### src/rtl/seq_detect_param.sv
// Serial pattern detector: matches a programmable PAT_LEN-bit word on a 1-bit stream,
// with overlapping/non-overlapping modes, sample enable and a saturating match counter.
module seq_detect_param #(
    parameter int unsigned PAT_LEN = 3,
    parameter int unsigned CNT_W   = 8,
    parameter int unsigned FILL_W  = $clog2(PAT_LEN + 1)
) (
    input  logic               clk,
    input  logic               reset,
    input  logic               en_i,
    input  logic               seq_in_i,
    input  logic [PAT_LEN-1:0] pattern_i,
    input  logic               overlap_i,
    input  logic               clear_i,
    output logic               seq_detected_o,
    output logic [CNT_W-1:0]   match_count_o,
    output logic [FILL_W-1:0]  fill_out_o
);

    localparam logic [FILL_W-1:0] FillMax = FILL_W'(PAT_LEN);
    localparam logic [FILL_W-1:0] FillArm = FILL_W'(PAT_LEN - 1);

    logic [PAT_LEN-1:0] hist_q, hist_d;
    logic [FILL_W-1:0]  fill_q, fill_d;
    logic [CNT_W-1:0]   cnt_q, cnt_d;
    logic               det_q, det_d;

    logic [PAT_LEN-1:0] cand;
    logic               hit;

    // The arm check keeps stale history (after reset, clear or a non-overlap hit) from matching.
    assign cand = {hist_q[PAT_LEN-2:0], seq_in_i};
    assign hit  = (cand == pattern_i) && (fill_q >= FillArm);

    always_comb begin
        hist_d = hist_q;
        fill_d = fill_q;
        cnt_d  = cnt_q;
        det_d  = 1'b0;
        if (clear_i) begin
            hist_d = '0;
            fill_d = '0;
            cnt_d  = '0;
        end else if (en_i) begin
            hist_d = cand;
            det_d  = hit;
            if (hit && !(&cnt_q)) begin
                cnt_d = cnt_q + CNT_W'(1);
            end
            if (hit && !overlap_i) begin
                fill_d = '0;
            end else if (fill_q != FillMax) begin
                fill_d = fill_q + FILL_W'(1);
            end
        end
    end

    always_ff @(posedge clk or negedge reset) begin
        if (!reset) begin
            hist_q <= '0;
            fill_q <= '0;
            cnt_q  <= '0;
            det_q  <= 1'b0;
        end else begin
            hist_q <= hist_d;
            fill_q <= fill_d;
            cnt_q  <= cnt_d;
            det_q  <= det_d;
        end
    end

    assign seq_detected_o = det_q;
    assign match_count_o  = cnt_q;
    assign fill_out_o     = fill_q;

endmodule

### config.mk
export PLATFORM = sky130hd
export DESIGN_NAME = seq_detect_param
export DESIGN_NICKNAME = d
export VERILOG_FILES = /design/src/rtl/seq_detect_param.sv
export SDC_FILE = /design/constraint.sdc
export NUM_CORES = 1
export LEC_CHECK = 0
export ABC_CLOCK_PERIOD_IN_PS = 2700
export CAP_MARGIN = 0
export CELL_PAD_IN_SITES_DETAIL_PLACEMENT = 1
export CELL_PAD_IN_SITES_GLOBAL_PLACEMENT = 1
export CORE_MARGIN = 1
export CORE_UTILIZATION = 35
export CTS_CLUSTER_DIAMETER = 200
export DETAILED_ROUTE_END_ITERATION = 10
export GPL_ROUTABILITY_DRIVEN = 0
export PLACE_DENSITY_LB_ADDON = 0.12
export SYNTH_ARGS = -nofsm -noshare
export SYNTH_HDL_FRONTEND = slang
export SYNTH_SLANG_ARGS = --single-unit
### constraint.sdc
create_clock -name clk -period 2.7 [get_ports clk]
set_input_delay 0.405 -clock clk [delete_from_list [all_inputs] [get_ports clk]]
set_output_delay 0.405 -clock clk [all_outputs]
set_load 0.005 [all_outputs]
[Yosys cells after proc, flatten, opt, wreduce, memory -nomap -nowiden]
Index checks and enable logic that the tools add are counted.
Cells by class
  add/sub/neg operators: 2
  magnitude comparators: 1
  equality and inequality tests: 2
  multiplexer cells: 11
  reduce and logical (&&, ||, !) cells: 11
Operators with widths (count)
  two-way mux 8 bit: 3
  two-way mux 2 bit: 6
  adder 8 x 1 -> 8 bit, second input constant: 1
  AND reduction 8 bit: 1
  AND reduction 2 bit: 2
  nonzero test 2 bit: 2
  == test 3 bit: 1
  logical AND 1 bit: 3
  nonzero test 3 bit: 1
  adder 2 x 1 -> 2 bit, second input constant: 1
  greater-or-equal comparator 2 bit, second input constant: 1
  logical NOT 1 bit: 2
  two-way mux 1 bit: 2
  != test 2 bit, second input constant: 1
Word-level totals
  flip-flop bits (word level): 13
  bits of input ports: 9
  output and inout bits: 11
  logic and storage cells: 31

[Longest topological paths before layout]
  depth after elaboration: 6
  mapped depth: 7
  depth with buffers taken out: 6

[Worst setup path after synthesis]
OpenSTA, ideal clock, no wires.
  kind: reg2reg
  start: register fill_q[0], in the netlist fill_out_o[0]
  end: register cnt_q[2], in the netlist match_count_o[2]
  setup time: 0.140 ns
  arrival: 1.464 ns
  required time: 2.560 ns
  setup slack: 1.096 ns
  cell stages (with the launch flop): 8
  path buffers: 1
  cells stage by stage: dfrtp_1 > inv_1 > ha_1 > o21ai_1 > nand4b_4 > buf_2 > o311ai_0 > o41ai_1
Between the ends
  cells in the longest elaborated chain, start to end: 5
Ends and longest elaborated chain
  from (decl): line 24  | logic [FILL_W-1:0] fill_q, fill_d;
  from (signal assigned): line 66  | fill_q <= fill_d;
  greater-or-equal comparator 2 bit: line 33  | assign hit = (cand == pattern_i) && (fill_q >= FillArm);
  logical AND 1 bit: line 33
  logical AND 1 bit: line 47  | if (hit && !(&cnt_q)) begin
  nonzero test 2 bit (no source line)
  AND reduction 2 bit (no source line)
  to (signal assigned): line 67  | cnt_q <= cnt_d;
  to (decl): line 25  | logic [CNT_W-1:0] cnt_q, cnt_d;
No other way between the ends.
A chain may end at the register's enable or synchronous reset.

[Worst setup path after layout]
  start: input port en_i
  end: register cnt_q[4], in the netlist match_count_o[4]
Between the ends
  cells in the longest elaborated chain, start to end: 2
Ends and longest elaborated chain
  from (decl): line 10  | input logic en_i,
  nonzero test 2 bit (no source line)
  AND reduction 2 bit (no source line)
No other way between the ends.

==> results.toml <==
[cts]
cts_buffer_depth = 2
cts_tree = "yes"
cts_resized = 0
path_clk_slew_ps = 80
worstSkewPairLatency_ps = 270
ctsHoldBuffers = 0
cts_max_level = 1
cts_buffers = 3
clock_sinks = 13
root_buffer = "clkbuf_4"
post_cts_buffers = 0

[setup_path]
required_ps = 2910
r2r_start = "fill_out_o[0]"
cpPeakStageDelay_ps = 590
crit_buf_inv = 1
startpoint = "en_i"
critPathTopFamily = "simple AND/OR/NAND/NOR gates"
ff2ff_setup_slack_ps = 850
worstReg2RegEnd = "match_count_o[4]"
crit_slowest_cell = "clkdlybuf4s50_1"
rr_worst_depth = 6
critPathKind = "in -> reg"
cp_num_cells = 5
worstPathArrival_ps = 2100
critPathLaunchType = "primary input"
critPathCaptureType = "register"
path_cells = "clkdlybuf4s50_1 > o21ai_1 > nand4b_4 > or4_1 > a21oi_1"
path_max_fanout = 16

[synthesis]
synthesis.area_sq_um = 746
ys_ff_latch = 13
syn_area_per_cell_sq_um = 10.2
ys_top_cells_by_area = "dfrtp_1 44%, xnor2_2 6.5%, mux2i_1 5.4%"
async_flop_share = 1.00
synthDominantCellAreaShare = 0.436
synthCells = 73
synth_flop_cell = "dfrtp_1"
yosys.area.top_type = "dfrtp_1"
seq_area_frac_synth = 0.436
synth_nets = 85
yosysWarningCount = 0
synth_edf_count = 0
yosysUniqueCellTypes = 25

[place]
place_area_sq_um = 968
port_buffers = 19

[routing]
wl_um = 1800
via_per_inst = 5.39
drt_iter0_drc = 13
routedWlPerCell_um = 14.8
dr_total_vias = 657
drc = 0
first_pass_iters = 4
ant_nets = 0

[power_and_ir_drop]
leakage_uw = 0.000410
p_per_area_nw_per_um2 = 389
vdd.ir_drop.worst_mv = 0.220

[timing]
final.period_utilization = 0.701
drv_slew = 0
hold_viol_final = 0
setup_tns_ps = 0
fmaxAchievable_ghz = 0.528
finalSetupViolCount = 0
layout_min_cycle_time_ps = 1890
finalClockSkew_ps = 1.01
max_slew_margin = 0.605
rsz0062_at_grt = "false"
tightest_slew_ps = 591

[finish]
area_growth_pct = 33.4
post_route_cells_drive_above_1_share = 0.0947
antennaDiodeCount = 0
final_nets = 108
postLayoutCellArea_sq_um = 995

[status]
outcome = "completed"

[job]
drv_cap = 0

[floorplanning]
die_y_um = 48.2
coreArea_sq_um = 1980
rows = 16
initial_core_util = 0.376
die_area_sq_um = 2320
chipWidth_um = 48.2
io_pins = 20

[min_path]
hp-class = "in -> async"

[global_routing]
grt_pass1_wl_um = 2930
grt_max_degree = 17
track_usage = 0.187
grt_pass1_vias = 598
antenna_found_initial = 0
overflow = 0
cell families after synthesis:
family	count (synthesis)	synth area share
adder cells (fa/ha/maj)	3	0.0503
flip-flops	13	0.436
buffers and inverters	7	0.0369
AND/OR/NAND/NOR	22	0.175
AO/OA/AOI/OAI	21	0.183
multiplexers	4	0.0537
XOR/XNOR	3	0.0654
where the power goes:
| part | switching (uW) | leakage (uW) | total [uW] | internal [uW] |
|---|---|---|---|---|
| Clock | 66.5 | 0.0000150 | 124 | 57.2 |
| Sequential | 5.63 | 0.000179 | 205 | 199 |
| Combinational | 27.0 | 0.000216 | 59.0 | 31.9 |
| Total | 99.2 | 0.000410 | 387 | 288 |
through the flow:
stage	worst slack [ps]	hold WS (ps)	power (uW)	std cells	util
after CTS	821	514	398	122	0.502
after detailed placement	526	532	269	118	0.489
after global routing	706	530	418	122	0.502
after global placement	569	538	267	118	0.489
final	806	499	387	122	0.502
after floorplan	1100	109	236	73	-
synth_stat cells (all sizes together), types with 2 or more instances:
cell type and n:
o31ai 2, o41ai 2, ha 3, o21ai 6
nand2 3, nand4 3, mux2i 4, inv 5
o311ai 2, nor2 7, xnor2 3, nand3 2
or4 2, a21oi 5, dfrtp 13, or3 3
sequential cells by signal, indices dropped and copies added (netlist names):
register	count
match_count_o	8
fill_out_o	2
seq_detected_o	1
hist_q	2
metal layers:
metal	GRT usage	share of wire
met5	0	0
met4	0.0667	0.0050
met3	0.0444	0.039
met2	0.280	0.47
met1	0.263	0.49
worst max path at each step:
stage,end,slack (ps)
6_report,match_count_o[4],810
5_1_grt,match_count_o[7],710
4_1_cts,match_count_o[4],820
3_5_place_dp,match_count_o[4],530
3_3_place_gp,match_count_o[7],570
2_1_floorplan,match_count_o[2],1100
layout by cell type, fill, tap and decap left out, types with 2 or more instances in the layout:
| master | n |
|---|---|
| clkdlybuf4s50_1 | 19 |
| mux2i_1 | 4 |
| dfrtp_1 | 13 |
| nand2_1 | 3 |
| clkbuf_4 | 3 |
| o31ai_1 | 2 |
| or3_1 | 3 |
| or4_1 | 2 |
| o21ai_0 | 5 |
| nor2_1 | 7 |
| ha_1 | 3 |
| o311ai_0 | 2 |
| nand3_1 | 2 |
| nand4_1 | 3 |
| a21oi_1 | 5 |
| o41ai_1 | 2 |
| inv_1 | 5 |
| xnor2_2 | 3 |
final cells by class:
type                            count  area, sq um
Tap cell                           27         33.8
Fill cell                         223          987
Timing Repair Buffer               20          198
Inverter                            5         18.8
Clock buffer                        4         26.3
Sequential cell                    13          325
Multi-Input combinational cell     53          393
Power figures use the tool's default switching activity.
==> patch 1 (config.mk and constraints unchanged) <==
Reset style: synchronous (`reset`), changed in one clocked block.
--- a/src/rtl/seq_detect_param.sv
+++ b/src/rtl/seq_detect_param.sv
@@ -56,5 +56,5 @@
     end
 
-    always_ff @(posedge clk or negedge reset) begin
+    always_ff @(posedge clk) begin
         if (!reset) begin
             hist_q <= '0;
Check against the original RTL: differs if reset is asserted again (counterexample within 4 cycles, from zero or initial values and one cycle with reset low); with reset held inactive, the same outputs for 10 cycles.
==> patch 1 against the original RTL <==
- clock power is essentially flat
- synthesized area is 12% lower
- final cell count fell by 2.5%
- final area shrank 9.8%
- setup slack worse by 0.25 ns
- synthesized cell count did not move
- power fell by 8.5%
- sequential cell count unchanged
- clock skew is 0.0030 ns higher
- routed wire length down 15%
==> patch 1: results (changes against the original RTL) <==
The proportion of synthesized flip-flops having asynchronous set or reset is 0 (-1.000). The clock-pin slew reported for the worst setup and hold paths after clock tree synthesis came to 0.08 ns (about the same). The overall track demand over capacity in global routing is 0.1773 (-0.009961). The number of nets in the finished design is 107 (-0.93%). The share of cells above drive strength 1 was 0.07447 (-0.02027). The total nets after synthesis came out at 85 (unchanged).

In the post-synthesis netlist, the biggest area contributors are sky130_fd_sc_hd__dfxtp_1, sky130_fd_sc_hd__ha_1, sky130_fd_sc_hd__mux2i_1, sky130_fd_sc_hd__nor2_1, sky130_fd_sc_hd__o41ai_1. The critical-path maximum fanout came out at 14 (-2). The detail-routed net length per standard cell is 12.87 microns (-13%). The worst slew margin relative to its limit is 0.6517 (+0.04704).

The deepest level of the CTS H-tree came to 1 (unchanged). The number of distinct library cell variants in the gate-level netlist after synthesis came to 30 (+20%). The data arrival time of the critical path came out at 2.36 ns (+0.26 ns). The first-pass GRT wire length is 2594 microns (-11%). The share of the yosys chip area belonging to registers came out at 0.3954 (-0.04080). The yosys synthesis warning count is 0 (unchanged).

The clock skew after layout is 0.004028 ns (+0.003018 ns). The global routing met2 resource utilization is 0.2522 (-0.02783). By count the netlist is led by sky130_fd_sc_hd__dfxtp_1, sky130_fd_sc_hd__nor2_1, sky130_fd_sc_hd__a21oi_1, sky130_fd_sc_hd__nand2_1, sky130_fd_sc_hd__nand3_1. The number of setup buffers added after CTS was 0 (unchanged). The iteration count of the initial detailed-routing pass is 4 (unchanged).

The routing usage on met3 was 0.07200 (+0.02756). The number of filler instances in the final layout is 214 (-4.0%). The DRC violation total after the first TritonRoute iteration came out at 6 (-7). The met1 usage in global routing is 0.2427 (-0.01984). The total leakage power is 0.0003085 uW (-25%). In this run the worst hold path is classified as register to register. Among all flip-flop cells after synthesis, the most frequent one is sky130_fd_sc_hd__dfxtp_1.

The maximum number of pins on one net before global-route repair came out at 15 (-2). The placed instance area came to 870.8 sq um (-10%). The number of global-route vias before repair is 590 (-1.3%). The worst voltage drop across the vdd grid was 0.2264 mV (+3.0%). The number of flip-flops under the largest register name came out at 8 (unchanged). The run finished with clean final reports. The routed via count came out at 630 (-4.1%).
==> patch 1: changes by cell type after synthesis, moves of 3 or more <==
cell                      unedited run  this run
sky130_fd_sc_hd__dfrtp_1            13         0
sky130_fd_sc_hd__dfxtp_1             0        13
sky130_fd_sc_hd__inv_1               5         2
sky130_fd_sc_hd__xnor2_2             3         0
sky130_fd_sc_hd__xor2_1              0         3
==> patch 1: area by class of cell <==
cell class,count,area (sq um),share of cell area
multi-input cells,56,381.6,0.4254
flip-flops and latches,13,260.3,0.2901
repair buffers,19,190.2,0.2120
well taps,25,31.28,0.03487
clock buffers,4,26.28,0.02929
inverters,2,7.507,0.008368
==> patch 1: worst paths after layout <==
path / slack [ns] / cells past startpoint / to / start
worst max-delay path: 0.55 / 5 / match_count_o[6] / en_i
worst min-delay path: 0.50 / 2 / match_count_o[6] / match_count_o[6]
worst max register to register: 0.66 / 5 / match_count_o[6] / fill_out_o[1]
worst min register to register: 0.50 / 2 / match_count_o[6] / match_count_o[6]
==> patch 1: power breakdown <==
part / leakage, uW / internal (uW) / switching (uW)
sequential: 0.000105 / 194 / 2.53
combinational: 0.000188 / 19.9 / 14.5
clock: 0.0000150 / 57.5 / 66.3
==> patch 1: through the flow <==
stage	instances	hold slack [ns]	setup slack [ns]	utilization
after floorplan	73	0.4747	0.8190	-
after global placement	115	0.4848	0.2665	0.4989
after detailed placement	115	0.4820	0.2669	0.4989
after CTS	119	0.4932	0.5549	0.5140
after global routing	119	0.5215	0.4562	0.5140
final	119	0.4955	0.5534	0.5140
==> patch 1: worst max-delay path: stages <==
cell and delay, ns:
sky130_fd_sc_hd__clkdlybuf4s50_1 0.57, sky130_fd_sc_hd__o21ai_2 0.09, sky130_fd_sc_hd__or4_4 0.62, sky130_fd_sc_hd__or4_1 0.53, sky130_fd_sc_hd__a21oi_1 0.14
==> patch 1: per-layer routing <==
layer / vias to the layer above / routed length (microns)
li1: 317 / -
met1: 298 / 769
met2: 13 / 681
met3: 2 / 67
met4: 0 / 14
met5: - / 0
==> patch 1: kinds of logic after synthesis <==
kind of cell	synth area share
flops	0.3954
fa+ha+maj	0.05704
simple gates	0.2491
compound gates	0.1749
buf+inv	0.02471
xor+xnor	0.05324
mux	0.04563
==> patch 2 (same settings) <==
Made on the original files. `PAT_LEN`: 3 -> 2.
--- a/src/rtl/seq_detect_param.sv
+++ b/src/rtl/seq_detect_param.sv
@@ -2,5 +2,5 @@
 // with overlapping/non-overlapping modes, sample enable and a saturating match counter.
 module seq_detect_param #(
-    parameter int unsigned PAT_LEN = 3,
+    parameter int unsigned PAT_LEN = 2,
     parameter int unsigned CNT_W   = 8,
     parameter int unsigned FILL_W  = $clog2(PAT_LEN + 1)
Ports: changed (resized pattern_i); port bits go from 20 to 19. The function was not compared with the original's and may differ.
==> patch 2 against the original RTL <==
- critical path depth stayed put
- utilization decreased by 0.64 points
- power is 1.6% higher
- die area decreased by 3.4%
- sequential cell count shrank 1
- routed wire length is 1.3% lower
- setup slack got worse by 0.20 ns
- non-clock buffer count decreased by 1
- synthesized area shrank 3.5%
- count of clock-buffer cells in the layout did not move
- clock skew rose by 0.0031 ns
- clock power grew 16%
- final area shrank 3.3%
==> patch 2: results (changes against the original RTL) <==
In the synthesized netlist the dominant register cell turns out to be sky130_fd_sc_hd__dfrtp_1. The number of antenna violations at the first check in global routing is 0 (unchanged). The critical-path maximum fanout came to 10 (-6).

The maximum single-stage delay on the critical path came out at 0.62 ns (+0.03 ns). Tracing the worst setup path back leads to its startpoint at fill_out_o[0]. The number of vias per cell is 5.113 (-5.1%). The slowest stage of the critical path belongs to the cell sky130_fd_sc_hd__or4b_4.

The clock skew after layout is 0.004113 ns (+0.003103 ns). The share of cells above drive strength 1 is 0.1134 (+0.01867). The slew at the pin closest to its max-slew limit is 0.5700 ns (-0.02115 ns). The global routing met2 resource utilization came out at 0.3370 (+0.05699). The iteration count of the initial detailed-routing pass came out at 3 (-1). The run finished with clean final reports. The worst voltage drop across the vdd grid is 0.2771 mV (+26%). The path class of the tightest hold or removal check is primary input to asynchronous set/reset pin. The first-pass GRT wire length is 2815 microns (-3.8%). The count of input and output buffers is 18 (-1). The total nets after synthesis came to 87 (+2.4%).

The data arrival time of the critical path came to 2.29 ns (+0.19 ns). The insertion delay to the later sink of the worst-skew pair is 0.27 ns (about the same). The number of flip-flops under the largest register name is 8 (unchanged).

The clock-pin slew reported for the worst setup and hold paths after clock tree synthesis came out at 0.08 ns (about the same). The share of the yosys chip area belonging to registers came out at 0.4174 (-0.01885). After synthesis, the cell types taking the most area are sky130_fd_sc_hd__dfrtp_1, sky130_fd_sc_hd__ha_1, sky130_fd_sc_hd__nand2b_1, sky130_fd_sc_hd__mux2i_1, sky130_fd_sc_hd__o21ai_0. The met1 usage in global routing was 0.2165 (-0.04609).

The yosys synthesis warning count is 0 (unchanged). The routing usage on met3 came to 0.04615 (+0.001709). The number of antenna repair diodes is 0 (unchanged).

The number of nets in the finished design came out at 109 (+0.93%). The total leakage power came out at 0.0003720 uW (-9.3%). The number of distinct library cell variants in the gate-level netlist after synthesis was 28 (+12%).

The buffer depth of the longest clock path is 2 (unchanged). The cell family with the largest share of critical-path delay is simple AND/OR/NAND/NOR gates. The number of setup buffers added after CTS is 0 (unchanged). The DRC violation total after the first TritonRoute iteration came out at 2 (-11).

The tree is rooted in a sky130_fd_sc_hd__clkbuf_4. The number of buffers inserted during clock tree synthesis came out at 3 (unchanged). The proportion of synthesized flip-flops having asynchronous set or reset was 1.000 (unchanged). The deepest level of the CTS H-tree is 1 (unchanged). The final routed wirelength across all metal layers came out at 1778 microns (-1.3%). The commonest cells after synthesis are sky130_fd_sc_hd__dfrtp_1, sky130_fd_sc_hd__nand2b_1, sky130_fd_sc_hd__nand2_1, sky130_fd_sc_hd__nor2_1, sky130_fd_sc_hd__o21ai_0. The detailed-placement wirelength estimate came out at between 1000 and 1500 microns. The overall track demand over capacity in global routing is 0.1889 (+0.001673).
==> patch 2: cell types whose count changed after synthesis, moves of 3 or more <==
cell / unedited run / this run
sky130_fd_sc_hd__nor3_1: 0 / 3
sky130_fd_sc_hd__or3_1: 3 / 0
sky130_fd_sc_hd__xnor2_2: 3 / 0
sky130_fd_sc_hd__nand2b_1: 0 / 6
==> patch 2: layout make-up <==
type	count	area [sq um]
Clock buffer	4	36.28
Fill cell	248	979.7
Inverter	3	11.26
Multi-Input combinational cell	59	392.9
Sequential cell	12	300.3
Tap cell	27	33.78
Timing Repair Buffer	19	187.7
==> patch 2: worst register-to-register path: stages, from the launching register on <==
cell	delay, ns
sky130_fd_sc_hd__dfrtp_1	0.41
sky130_fd_sc_hd__inv_1	0.08
sky130_fd_sc_hd__ha_1	0.24
sky130_fd_sc_hd__or4b_4	0.62
sky130_fd_sc_hd__or4_1	0.52
sky130_fd_sc_hd__a21oi_1	0.15
==> patch 2: path summary, 6_finish.rpt <==
check | endpoint | slack [ns] | cells past startpoint
max | match_count_o[3] | 0.61 | 5
min | match_count_o[2] | 0.48 | 1
max reg2reg | match_count_o[3] | 0.61 | 5
min reg2reg | hist_q[0] | 0.58 | 2
max in group asynchronous | match_count_o[3] | 1.85 | 1
min in group clk | hist_q[0] | 0.58 | 2
==> patch 2: through the flow <==
step	instances	area [sq um]	worst slack, ns	power [uW]	hold slack, ns
6_report	124	962.2	0.6058	393.6	0.4844
2_1_floorplan	76	719.4	0.6768	220.6	0.1094
3_3_place_gp	120	925.9	0.3703	250.9	0.5498
3_5_place_dp	120	925.9	0.3177	254.2	0.5668
5_1_grt	124	962.2	0.5208	413.4	0.5225
4_1_cts	124	962.2	0.5975	398.7	0.4940
==> patch 2: kinds of logic (layout without fill, tap and decap cells) <==
family / Yosys count / in the layout / share of synthesized area
and+or+nand+nor: 36 / 36 / 0.2887
buffers and inverters: 5 / 26 / 0.03651
muxes: 5 / 5 / 0.07304
xor gates and xnor gates: 2 / 2 / 0.02435
DFF: 12 / 12 / 0.4174
adders and majority gates: 3 / 3 / 0.05218
AOI/OAI and AO/OA: 13 / 13 / 0.1078
==> patch 2: metal layers <==
metal  share of wire  vias up
li1                -      313
met1            0.44      303
met2            0.51       14
met3           0.036        4
met4           0.012        0
met5               0        -
==> patch 2: power by group <==
| group | internal [uW] | total (uW) | switching [uW] |
|---|---|---|---|
| Sequential | 184 | 191 | 6.47 |
| Combinational | 30.7 | 58.5 | 27.8 |
| Clock | 82.0 | 144 | 62.3 |
